**src/rtl/spi_pkg.sv**
```systemverilog
// Shared types and defaults for the SPI result transmit path.
// Parity bit appended when SPI_TX_PARITY_EN is defined.
package spi_pkg;

  localparam int DATA_W_DEF = 16;
  localparam logic [15:0] IDLE_WORD_DEF = 16'h0000;

  typedef enum logic [1:0] {
    S_IDLE  = 2'd0,
    S_SHIFT = 2'd1,
    S_DONE  = 2'd2
  } state_t;

  function automatic int frame_len(input int dw);
`ifdef SPI_TX_PARITY_EN
    return dw + 1;
`else
    return dw;
`endif
  endfunction

endpackage

```
**src/rtl/spi_edge_sync.sv**
```systemverilog
// Multi-flop synchronizer with rising/falling edge detect
// for an asynchronous SPI pin.
module spi_edge_sync #(
  parameter int   SYNC_STAGES = 2,
  parameter logic RST_VAL     = 1'b0
) (
  input  logic CLK,
  input  logic RST_N,
  input  logic i_async,
  output logic o_rise,
  output logic o_fall
);

  logic [SYNC_STAGES-1:0] r_sync;
  logic                   r_prev;
  logic                   w_cur;

  assign w_cur = r_sync[SYNC_STAGES-1];

  always_ff @(posedge CLK or negedge RST_N) begin
    if (!RST_N) begin
      r_sync <= {SYNC_STAGES{RST_VAL}};
      r_prev <= RST_VAL;
    end else begin
      r_sync <= {r_sync[SYNC_STAGES-2:0], i_async};
      r_prev <= w_cur;
    end
  end

  assign o_rise = w_cur & ~r_prev;
  assign o_fall = ~w_cur & r_prev;

endmodule

```
**src/rtl/spi_result_tx.sv**
```systemverilog
// SPI mode-0 slave transmit path for result words, oversampled in CLK.
// Define SPI_TX_PARITY_EN to append an odd-parity bit per frame.
module spi_result_tx
  import spi_pkg::*;
#(
  parameter int                DATA_W      = DATA_W_DEF,
  parameter int                SYNC_STAGES = 2,
  parameter logic [DATA_W-1:0] IDLE_WORD   = IDLE_WORD_DEF
) (
  input  logic              CLK,
  input  logic              RST_N,
  input  logic [DATA_W-1:0] TX_DATA,
  input  logic              TX_VALID,
  output logic              TX_READY,
  input  logic              SCLK,
  input  logic              CS_N,
  output logic              MISO,
  output logic              MISO_OE,
  output logic              TX_DONE,
  output logic              UNDERRUN,
  output logic              ABORT
);

  localparam int FL = frame_len(DATA_W);
  localparam int CW = $clog2(DATA_W + 2);

  logic w_sck_rise;
  logic w_sck_fall;
  logic w_cs_rise;
  logic w_cs_fall;

  spi_edge_sync #(
    .SYNC_STAGES(SYNC_STAGES),
    .RST_VAL    (1'b0)
  ) u_sclk_sync (
    .CLK    (CLK),
    .RST_N  (RST_N),
    .i_async(SCLK),
    .o_rise (w_sck_rise),
    .o_fall (w_sck_fall)
  );

  spi_edge_sync #(
    .SYNC_STAGES(SYNC_STAGES),
    .RST_VAL    (1'b1)
  ) u_cs_sync (
    .CLK    (CLK),
    .RST_N  (RST_N),
    .i_async(CS_N),
    .o_rise (w_cs_rise),
    .o_fall (w_cs_fall)
  );

  state_t            r_state;
  logic [DATA_W-1:0] r_hold;
  logic              r_full;
  logic [FL-1:0]     r_shift;
  logic [CW-1:0]     r_cnt;
  logic              r_done;
  logic              r_abort;
  logic              r_under;

  logic              w_start;
  logic              w_xfer;
  logic              w_accept;
  logic [DATA_W-1:0] w_word;
  logic [FL-1:0]     w_frame;
  logic [CW-1:0]     w_cnt_nx;

  assign w_start  = (r_state == S_IDLE) && w_cs_fall;
  assign w_xfer   = w_start && r_full;
  // A word offered on the transfer cycle refills the register.
  assign w_accept = TX_VALID && (!r_full || w_xfer);
  assign w_word   = r_full ? r_hold : IDLE_WORD;
  assign w_cnt_nx = r_cnt + 1'b1;

`ifdef SPI_TX_PARITY_EN
  assign w_frame = {w_word, ~^w_word};
`else
  assign w_frame = w_word;
`endif

  always_ff @(posedge CLK or negedge RST_N) begin
    if (!RST_N) begin
      r_hold <= '0;
      r_full <= 1'b0;
    end else begin
      if (w_accept) begin
        r_hold <= TX_DATA;
        r_full <= 1'b1;
      end else if (w_xfer) begin
        r_full <= 1'b0;
      end
    end
  end

  always_ff @(posedge CLK or negedge RST_N) begin
    if (!RST_N) begin
      r_state <= S_IDLE;
      r_shift <= '0;
      r_cnt   <= '0;
      r_done  <= 1'b0;
      r_abort <= 1'b0;
      r_under <= 1'b0;
    end else begin
      r_done  <= 1'b0;
      r_abort <= 1'b0;
      unique case (r_state)
        S_IDLE: begin
          if (w_cs_fall) begin
            r_shift <= w_frame;
            r_cnt   <= '0;
            r_state <= S_SHIFT;
            if (!r_full) r_under <= 1'b1;
          end
        end
        S_SHIFT: begin
          if (w_cs_rise) begin
            r_abort <= 1'b1;
            r_state <= S_IDLE;
          end else if (w_sck_rise) begin
            r_cnt <= w_cnt_nx;
            if (w_cnt_nx == CW'(FL)) begin
              r_done  <= 1'b1;
              r_state <= S_DONE;
            end
          end else if (w_sck_fall) begin
            r_shift <= {r_shift[FL-2:0], 1'b0};
          end
        end
        S_DONE: begin
          if (w_cs_rise) r_state <= S_IDLE;
        end
        default: r_state <= S_IDLE;
      endcase
    end
  end

  assign TX_READY = ~r_full;
  assign MISO_OE  = (r_state != S_IDLE);
  assign MISO     = MISO_OE & r_shift[FL-1];
  assign TX_DONE  = r_done;
  assign ABORT    = r_abort;
  assign UNDERRUN = r_under;

endmodule
```
**config.mk**
```make
export PLATFORM = sky130hd
export DESIGN_NAME = spi_result_tx
export DESIGN_NICKNAME = d
export VERILOG_FILES = /design/src/rtl/spi_pkg.sv /design/src/rtl/spi_edge_sync.sv /design/src/rtl/spi_result_tx.sv
export SDC_FILE = /design/constraint.sdc
export NUM_CORES = 1
export LEC_CHECK = 0
export ABC_AREA = 1
export BUFFER_PORTS_ARGS = -buffer_cell sky130_fd_sc_hd__buf_4
export CAP_MARGIN = 20
export CORE_ASPECT_RATIO = 1.1
export CORE_MARGIN = 2
export CORE_UTILIZATION = 40
export CTS_BUF_LIST = sky130_fd_sc_hd__clkbuf_4
export CTS_CLUSTER_DIAMETER = 150
export DETAILED_ROUTE_END_ITERATION = 6
export HOLD_SLACK_MARGIN = 0.08
export PLACE_DENSITY = 0.62
export SYNTH_ARGS = -nofsm -noshare
export SYNTH_HDL_FRONTEND = slang
export SYNTH_SLANG_ARGS = --single-unit
export TNS_END_PERCENT = 100
```
**constraint.sdc**
```tcl
create_clock -name CLK -period 2.02 [get_ports CLK]
set_clock_uncertainty 0.15 [all_clocks]
set_input_delay 0 -clock CLK [delete_from_list [all_inputs] [get_ports CLK]]
set_output_delay 0 -clock CLK [all_outputs]
set_load 0.1 [all_outputs]
```
# Word-level counts from Yosys, hierarchy flattened
# Cells that the tools add are included.
[word_totals]
reg_bits = 49
elab_cells = 71
out_inout_bits = 6
input_bits = 21
[classes]
addsub = 1
bitwise_logic = 10
reduce_logical = 13
n_mux = 24
n_eq_ne = 11
[op_table]
columns = ["cell", "count"]
rows = [
  ["$mux W16", 5],
  ["$pmux W16 S2", 1],
  ["$mux W5", 3],
  ["$mux W2", 5],
  ["$pmux W5 S2", 1],
  ["$mux W1", 8],
  ["$reduce_and A4 Y1", 2],
  ["$ne A2 B1 Y1 const B", 3],
  ["$ne A2 B2 Y1 const B", 3],
  ["$pmux W2 S3", 1],
  ["$reduce_bool A2 Y1", 3],
  ["$add A5 B1 Y5 const B", 1],
  ["$and A1 B1 Y1", 5],
  ["$eq A5 B5 Y1 const B", 1],
  ["$not A1 Y1", 5],
  ["$reduce_and A5 Y1", 1],
  ["$logic_and A1 B1 Y1", 3],
  ["$ne A3 B1 Y1 const B", 1],
  ["$ne A3 B2 Y1 const B", 1],
  ["$reduce_and A3 Y1", 1],
  ["$eq A2 B1 Y1 const B", 1],
  ["$eq A2 B2 Y1 const B", 1],
  ["$logic_not A2 Y1", 1],
  ["$logic_not A1 Y1", 1],
  ["$logic_or A1 B1 Y1", 1],
]

# Longest topological paths before layout
# Gate-level depths: netlist of run 1.
[depth]
word_depth = 7
mapped_depth = 9
depth_no_buf = 9

# Hierarchy
# Synthesis of run 1 repeated with hierarchy kept, for this count alone.
[hier_totals]
cells_unflattened = 266
hier_area_um2 = 2163.3
[by_module_without_submodules]
columns = ["module", "cells_per_inst", "n_inst", "area_per_inst_um2", "seq_area_each_um2"]
rows = [
  ["spi_result_tx", 252, 1, 1979.4, 1076.0],
  ["spi_edge_sync (u_cs_sync)", 7, 1, 93.8, 78.8],
  ["spi_edge_sync (u_sclk_sync)", 7, 1, 90.1, 75.1],
]

# Least setup slack after synthesis of run 1
# No wires, ideal clock.
[synth_timing]
path_type = "register -> output"
from = "reg r_state[1]"
to = "out MISO"
path_stages_with_launch = 3
arrival_time_ns = 1.773
required_time_ns = 1.870
n_path_buf = 0
path_slack_ns = 0.097
cell_sequence = "dfrtp_1 > nor2_4 > nor2_1"
[synth_via]
elab_chain_cells = 2
[synth_lines]
columns = ["element", "line", "rtl"]
rows = [
  ["start: declaration", "spi_result_tx.sv:54", "state_t r_state;"],
  ["start signal: assignment", "spi_result_tx.sv:99", "r_state <= S_IDLE;"],
  ["start signal: assignment", "spi_result_tx.sv:113", "r_state <= S_SHIFT;"],
  ["start signal: assignment", "spi_result_tx.sv:120", "r_state <= S_IDLE;"],
  ["$reduce_bool A2 Y1", "spi_result_tx.sv:140", "assign MISO_OE = (r_state != S_IDLE);"],
  ["$and A1 B1 Y1", "spi_result_tx.sv:141", "assign MISO = MISO_OE & r_shift[FL-1];"],
  ["end: declaration", "spi_result_tx.sv:17", "output logic MISO,"],
]
# No other way between the ends.

# Worst setup path after layout of run 1
[layout_timing]
from = "reg u_cs_sync.r_prev"
to = "reg r_hold[2]"
[layout_via]
elab_chain_cells = 5
[layout_lines]
columns = ["element", "line", "rtl"]
rows = [
  ["start: declaration", "spi_edge_sync.sv:15", "logic r_prev;"],
  ["start signal: assignment", "spi_edge_sync.sv:26", "r_prev <= w_cur;"],
  ["$and A1 B1 Y1", "spi_edge_sync.sv:31", "assign o_fall = ~w_cur & r_prev;"],
  ["$logic_and A1 B1 Y1", "spi_result_tx.sv:70", "assign w_start = (r_state == S_IDLE) && w_cs_fall;"],
  ["$logic_and A1 B1 Y1", "spi_result_tx.sv:71", "assign w_xfer = w_start && r_full;"],
  ["$logic_or A1 B1 Y1", "spi_result_tx.sv:73", "assign w_accept = TX_VALID && (!r_full || w_xfer);"],
  ["$logic_and A1 B1 Y1", "spi_result_tx.sv:73", ""],
  ["end signal: assignment", "spi_result_tx.sv:85", "r_hold <= '0;"],
  ["end signal: assignment", "spi_result_tx.sv:89", "r_hold <= TX_DATA;"],
  ["end: declaration", "spi_result_tx.sv:55", "logic [DATA_W-1:0] r_hold;"],
]
# No other way between the ends.
# A chain may end at the register's enable or synchronous reset.

==> impl_metrics.py, run 1 <==
metrics = {
    "status": {
        "outcome": "completed",
    },
    "timing": {
        "rsz0062_at_grt": "no",
        "worst_slew_pin_slew_ns": 0.611,
        "setup_viol": 0,
        "slew_headroom_pct": 59.2,
        "slew_violations": 0,
        "period_minus_slack_ns": 1.88,
        "fmax_ghz": 0.532,
        "hold_viol": 0,
        "setup_tns_ns": 0,
        "period_share_pct": 93.1,
    },
    "detailed_routing": {
        "post_drt_wl_per_cell_microns": 11.1,
        "drc_errors": 0,
        "dr.pass1.iters": 4,
        "drt_iter0_drc": 67,
        "dr_total_vias": 1652,
        "vias_per_cell": 4.61,
        "drt_wl_total_mm": 3.96,
        "ant_nets": 0,
    },
    "setup_path": {
        "r2r-end": "r_hold[2]",
        "critPathRequiredTime_ns": 2.18,
        "reg2reg_slack_ns": 0.14,
        "timing.rr.start": "u_cs_sync.r_prev",
        "cp-start-kind": "flop",
        "crit_path_end_kind": "flop",
        "worstSetupPathType": "flop to flop",
        "reg2reg_depth": 7,
        "worstPathArrival_ns": 2.04,
        "crit_fanout": 7,
    },
    "floorplan": {
        "rows": 27,
        "core_area_sq_um": 5100,
        "io_pins": 27,
        "die_area_sq_um": 5970,
        "floorplan.die.height_microns": 80.8,
        "die_w_microns": 73.8,
        "start_util_pct": 42.1,
    },
    "hold_path": {
        "min_from": "CS_N",
        "worstHoldPathType": "input pin to flop",
        "min_to": "u_cs_sync.r_sync[0]",
        "hold_depth": 2,
    },
    "global_route": {
        "overflow": 0,
        "grt_usage_pct": 14.4,
        "antenna_found_initial": 0,
        "grt_pass1_wl_mm": 6.71,
        "grt_max_degree": 50,
        "grt_pass1_vias": 1595,
    },
    "clocking": {
        "cts_made_buffers": 5,
        "cts_setup_buffers": 0,
        "cts_sinks": 49,
        "root_buffer": "clkbuf_4",
        "post_cts_resize_count": 0,
        "clkLatencyLatePin_ns": 0.36,
        "cts_tree": "done",
        "holdBufCountCts": 26,
        "cts.htree.levels": 2,
        "cts.clk_slew.worst_paths_ns": 0.12,
        "clock_path_buffers": 2,
    },
    "place": {
        "hpwl_mm": 2.54,
        "io_buffers": 26,
        "place_congestion": 0.691,
    },
    "synth": {
        "yosysTopAreaCell": "dfrtp_1",
        "yosys_warnings": 0,
        "synthDistinctLibCells": 25,
        "syn_area_per_cell_sq_um": 9.29,
        "synth.top_cell.area_share_pct": 53.6,
        "synth_seq_cells": 49,
        "synth_fp_nets": 253,
        "synth_seq_area_share_pct": 57.3,
        "synth.cell_area_sq_um": 2150,
        "ys_top_cells_by_area": "dfrtp_1, nand2_1, inv_1, nor2_1, dfstp_2",
        "syn_inst": 231,
    },
    "power": {
        "p_total_w": 0.00356,
        "p_leak_nw": 1.30,
        "p_per_area_nw_per_um2": 1320,
        "peakVddDrop_mv": 0.639,
    },
    "run": {
        "maxCapViolCount": 0,
    },
    "layout": {
        "drive_gt1_share_pct": 18.5,
        "final_net_count": 307,
        "area_growth_pct": 25.9,
        "antenna_cells": 0,
    },
}
==> power breakdown <==
| part | switching (W) | internal, W |
|---|---|---|
| combinational | 0.00106 | 0.000555 |
| sequential | 0.000162 | 0.00134 |
| clock | 0.000289 | 0.000161 |
| total | 0.00151 | 0.00206 |
==> cells in the mapped netlist, drive strengths merged <==
cell type,count
nand2,46
nor2,25
and2,1
buf,8
o31ai,1
nand4,2
ha,1
o22ai,12
a21oi,16
o21bai,1
o21ai,18
inv,35
a22oi,4
nand3,11
dfrtp,46
o21a,1
dfstp,3
==> per-stage QoR <==
step / hold slack [ns] / setup WS, ns / utilization [%] / std cells / area, sq um
global route: 0.117 / 0.0596 / 53.0 / 358 / 2700
CTS: 0.128 / 0.177 / 53.0 / 358 / 2700
finish: 0.132 / 0.140 / 53.0 / 358 / 2700
floorplan: -0.446 / 0.0974 / - / 231 / 2150
global placement: -0.0900 / 0.389 / 46.8 / 324 / 2390
detailed placement: -0.0873 / 0.347 / 46.8 / 324 / 2390
==> critical path, stage by stage (launching register included) <==
cell	delay, ns
dfstp_2	0.54
inv_1	0.05
nor2_1	0.16
nand2_4	0.09
nand2_4	0.11
nand3_1	0.09
dlygate4sd3_1	0.57
nand2_1	0.07
==> cells in the final DEF, fill, tap and decap left out <==
master,instances
buf_4,29
nor2_1,23
nand4_1,2
nand2_1,39
ha_1,1
o21ai_1,11
a21oi_1,13
dfstp_2,3
nor2_4,2
dfrtp_1,46
clkinv_1,1
nand2_2,4
a22oi_1,4
inv_1,34
dlygate4sd3_1,26
o21bai_1,1
o21ai_0,7
o21a_4,1
a21oi_2,3
o22ai_1,12
nand3_1,11
clkbuf_4,7
o31ai_1,1
inv_2,1
and2_1,1
nand2_4,3
==> sequential cells by signal (all words and copies together) (netlist names) <==
register,count
ABORT,1
TX_DONE,1
UNDERRUN,1
r_cnt,5
r_full,1
r_hold,16
r_shift,16
r_state,2
u_cs_sync.r_prev,1
u_cs_sync.r_sync,2
u_sclk_sync.r_prev,1
u_sclk_sync.r_sync,2
==> logic make-up after synthesis <==
family / Yosys count / synth area share [%]
simple gates: 85 / 18.1
fa+ha+maj: 1 / 0.583
compound gates: 53 / 14.8
buf+inv: 43 / 9.27
flops: 49 / 57.3
==> worst max path at each step <==
stage,to,slack [ns],cells after the start,from
final,r_hold[2],0.14,7,u_cs_sync.r_prev
after global routing,r_hold[2],0.06,7,u_cs_sync.r_prev
after CTS,r_hold[0],0.18,7,u_cs_sync.r_prev
after detailed placement,r_shift[1],0.35,7,u_cs_sync.r_prev
after global placement,r_shift[3],0.39,7,u_cs_sync.r_prev
after floorplan,MISO,0.1,2,r_state[1]
==> routing by layer <==
metal	track usage (%)	share of wire [%]
met4	4.91	1.9
met5	0	0
met2	25.6	49
met1	17.1	47
met3	2.98	2.5
==> cell type report <==
cell class / count / area (sq um)
Timing Repair Buffer: 55 / 478
Inverter: 35 / 131
Clock inverter: 1 / 3.75
Tap cell: 72 / 90.1
Clock buffer: 7 / 52.6
Multi-Input combinational cell: 139 / 717
Fill cell: 487 / 2400
Sequential cell: 49 / 1230
Note: power is estimated with default switching activity, not from simulation.
==> run 2: changes to the inputs <==
Settings changed: ABC_AREA 1 to not set.
==> run 2 against run 1 <==
- area after synthesis is 0.82% higher
- sequential power shrank 10%
- routed wire length up 1.6%
- core utilization is 0.66 points lower
- non-clock buffer count down 1
- die area up 0.78%
- power fell by 30%
- register-to-register slack lost 0.06 ns
- first-iteration DRC count increased by 66%
- global-route usage is 0.60 points higher
- maximum frequency is 3.1% lower
- critical path depth is 3 lower
- critical endpoint is now r_hold[3]
- highest routed layer unchanged
==> impl_metrics.py, run 2 <==
metrics = {
    "synth": {
        "syn_area_per_cell_sq_um": 11.4,
        "synthAdderAreaFrac_pct": 0.578,
        "synth.cell_area_sq_um": 2160,
        "synth_fp_nets": 211,
        "ys_async_sr_fraction_pct": 100,
        "synth_seq_cells": 49,
        "syn_inst": 189,
        "synth_edf_count": 0,
        "ys_top_cells_by_area": "dfrtp_1, a21oi_1, mux2_4, and3_1, dfstp_2",
        "yosysMostFrequentCell": "dfrtp_1",
        "synth.top_cell.area_share_pct": 53.2,
        "synth_xor_area_share_pct": 0,
        "synthTopCellsByCount": "dfrtp_1, a21oi_1, nor2_1, and3_1, mux2_4",
        "synth_compound_area_share_pct": 10.8,
        "synth_top_family_by_area": "simple AND/OR/NAND/NOR gates",
        "synthDistinctLibCells": 38,
        "yosysTopAreaCell": "dfrtp_1",
        "ys.flop_type": "dfrtp_1",
        "muxShareOfSynthArea_pct": 11.0,
        "yosys_warnings": 0,
        "synth_seq_area_share_pct": 56.9,
        "synth-simple-area-share_pct": 18.2,
    },
    "layout": {
        "final_net_count": 263,
        "layout_top_registers": "r_hold (16), r_shift (16), r_cnt (5)",
        "drive_gt1_share_pct": 28.5,
        "layout_commonest_cell": "dfrtp_1",
        "fillers": 483,
        "final_cell_mix": "dfrtp_1, a21oi_1, buf_4, dlygate4sd3_1, nor2_1",
        "area_growth_pct": 27.9,
        "final_area_sq_um": 2770,
        "antenna_cells": 0,
    },
    "detailed_routing": {
        "drt_wl_total_mm": 4.03,
        "dr.pass1.iters": 4,
        "post_drt_wl_per_cell_microns": 12.7,
        "drc_errors": 0,
        "vias_per_cell": 4.86,
        "ant_nets": 0,
        "drt_iter0_drc": 111,
        "dr_total_vias": 1541,
    },
    "place": {
        "place_congestion": 0.762,
        "io_buffers": 26,
        "place_area_sq_um": 2480,
        "hpwl_mm": 2.57,
    },
    "timing": {
        "period_share_pct": 96.1,
        "setup_tns_ns": 0,
        "fmax_ghz": 0.515,
        "setup_viol": 0,
        "worst_slew_pin_slew_ns": 0.610,
        "slew_violations": 0,
        "rsz0062_at_grt": "no",
        "slew_headroom_pct": 59.3,
        "hold_viol": 0,
        "period_minus_slack_ns": 1.94,
    },
    "floorplan": {
        "die_w_microns": 74.1,
        "start_util_pct": 40.9,
        "io_pins": 27,
        "die_area_sq_um": 6010,
        "core_area_sq_um": 5290,
        "floorplan.die.height_microns": 81.1,
        "rows": 28,
    },
    "clocking": {
        "clock_path_buffers": 2,
        "cts.htree.levels": 2,
        "cts_made_buffers": 5,
        "root_buffer": "clkbuf_4",
        "cts_setup_buffers": 0,
        "cts_sinks": 49,
        "clkLatencyLatePin_ns": 0.37,
        "cts_tree": "done",
        "cts.clk_slew.worst_paths_ns": 0.13,
    },
    "hold_path": {
        "worstHoldPathType": "input pin to flop",
    },
    "status": {
        "outcome": "completed",
    },
    "global_route": {
        "grt_max_degree": 50,
        "grt_usage_pct": 15.0,
        "antenna_found_initial": 0,
        "grt_pass1_wl_mm": 6.73,
        "overflow": 0,
        "grt_pass1_vias": 1396,
    },
    "power": {
        "peakVddDrop_mv": 0.493,
        "swShare_pct": 31.6,
        "p_sw_w": 0.000792,
        "power.share.clock_pct": 18.6,
        "intPower_w": 0.00172,
        "p_per_area_nw_per_um2": 906,
        "p_seq_share_pct": 53.8,
        "p_leak_nw": 1.27,
        "pwr-share-comb_pct": 27.6,
    },
    "setup_path": {
        "crit_path_end_kind": "flop",
        "worstSetupPathType": "flop to flop",
        "crit_fanout": 16,
        "worstPathArrival_ns": 2.06,
        "cp-start-kind": "flop",
        "critPathRequiredTime_ns": 2.13,
    },
    "run": {
        "maxCapViolCount": 0,
    },
}
run 2: final timing paths:
kind	to	depth (start not counted)	from	slack, ns
min in group asynchronous	r_cnt[0]	3	RST_N	0.55
max	r_hold[3]	4	u_cs_sync.r_prev	0.08
min reg2reg	u_sclk_sync.r_sync[1]	0	u_sclk_sync.r_sync[0]	0.21
max reg2reg	r_hold[3]	4	u_cs_sync.r_prev	0.08
max in group asynchronous	r_shift[1]	3	RST_N	0.75
min	u_sclk_sync.r_sync[0]	2	SCLK	0.13
run 2: worst max-delay path, cell delays in order, from the launching register on:
cell and delay, ns:
dfstp_2 0.61, or4b_4 0.48, nand2_2 0.15, nand2_8 0.14, mux2_4 0.32
run 2: what timing repair did:
item | in CTS | in global routing
hold endpoints to repair | 68 | 0
hold buffers | 21 | 0
setup endpoints to repair | 0 | 7
gates resized for setup | 0 | 4
run 2: cell type report:
cell class	count	area, sq um	area share (%)
timing repair buffer	54	470	17.0
inverter	2	7.51	0.271
sequential	49	1230	44.4
clock inverter	1	7.51	0.271
clock buffer	7	52.6	1.90
tap	75	93.8	3.39
multi-input combinational	129	906	32.7
run 2: power groups by stage:
| stage | Sequential, W | Clock (W) | Combinational [W] |
|---|---|---|---|
| floorplan | 0.00138 | 0 | 0.000462 |
| global placement | 0.00136 | 0 | 0.000646 |
| detailed placement | 0.00137 | 0 | 0.000657 |
| CTS | 0.00135 | 0.000496 | 0.000693 |
| global route | 0.00138 | 0.000538 | 0.000759 |
| finish | 0.00135 | 0.000467 | 0.000691 |
run 2: cells by family after synthesis:
group                    Yosys count
flip-flops                        49
AO/OA/AOI/OAI                     42
adder cells (fa/ha/maj)            1
multiplexers                      18
AND/OR/NAND/NOR                   68
buffers and inverters             11
run 2: metrics by stage:
stage / worst slack, ns / total power, W / hold WS [ns] / util [%] / instances
CTS: 0.0373 / 0.00254 / 0.114 / 51.9 / 317
global placement: 0.0786 / 0.00201 / -0.0870 / 46.8 / 288
finish: 0.0788 / 0.00251 / 0.130 / 52.3 / 317
floorplan: 0.0211 / 0.00184 / -0.446 / - / 189
global route: 0.0318 / 0.00268 / 0.116 / 52.3 / 317
detailed placement: 0.0462 / 0.00203 / -0.0880 / 46.8 / 288
run 2: per-layer routing:
layer,vias to the layer above,GRT usage (%),routed length (microns)
met1,732,22.1,2060
met4,0,6.00,70
met2,23,21.1,1770
met5,-,0,0
met3,6,3.72,130
li1,780,-,-
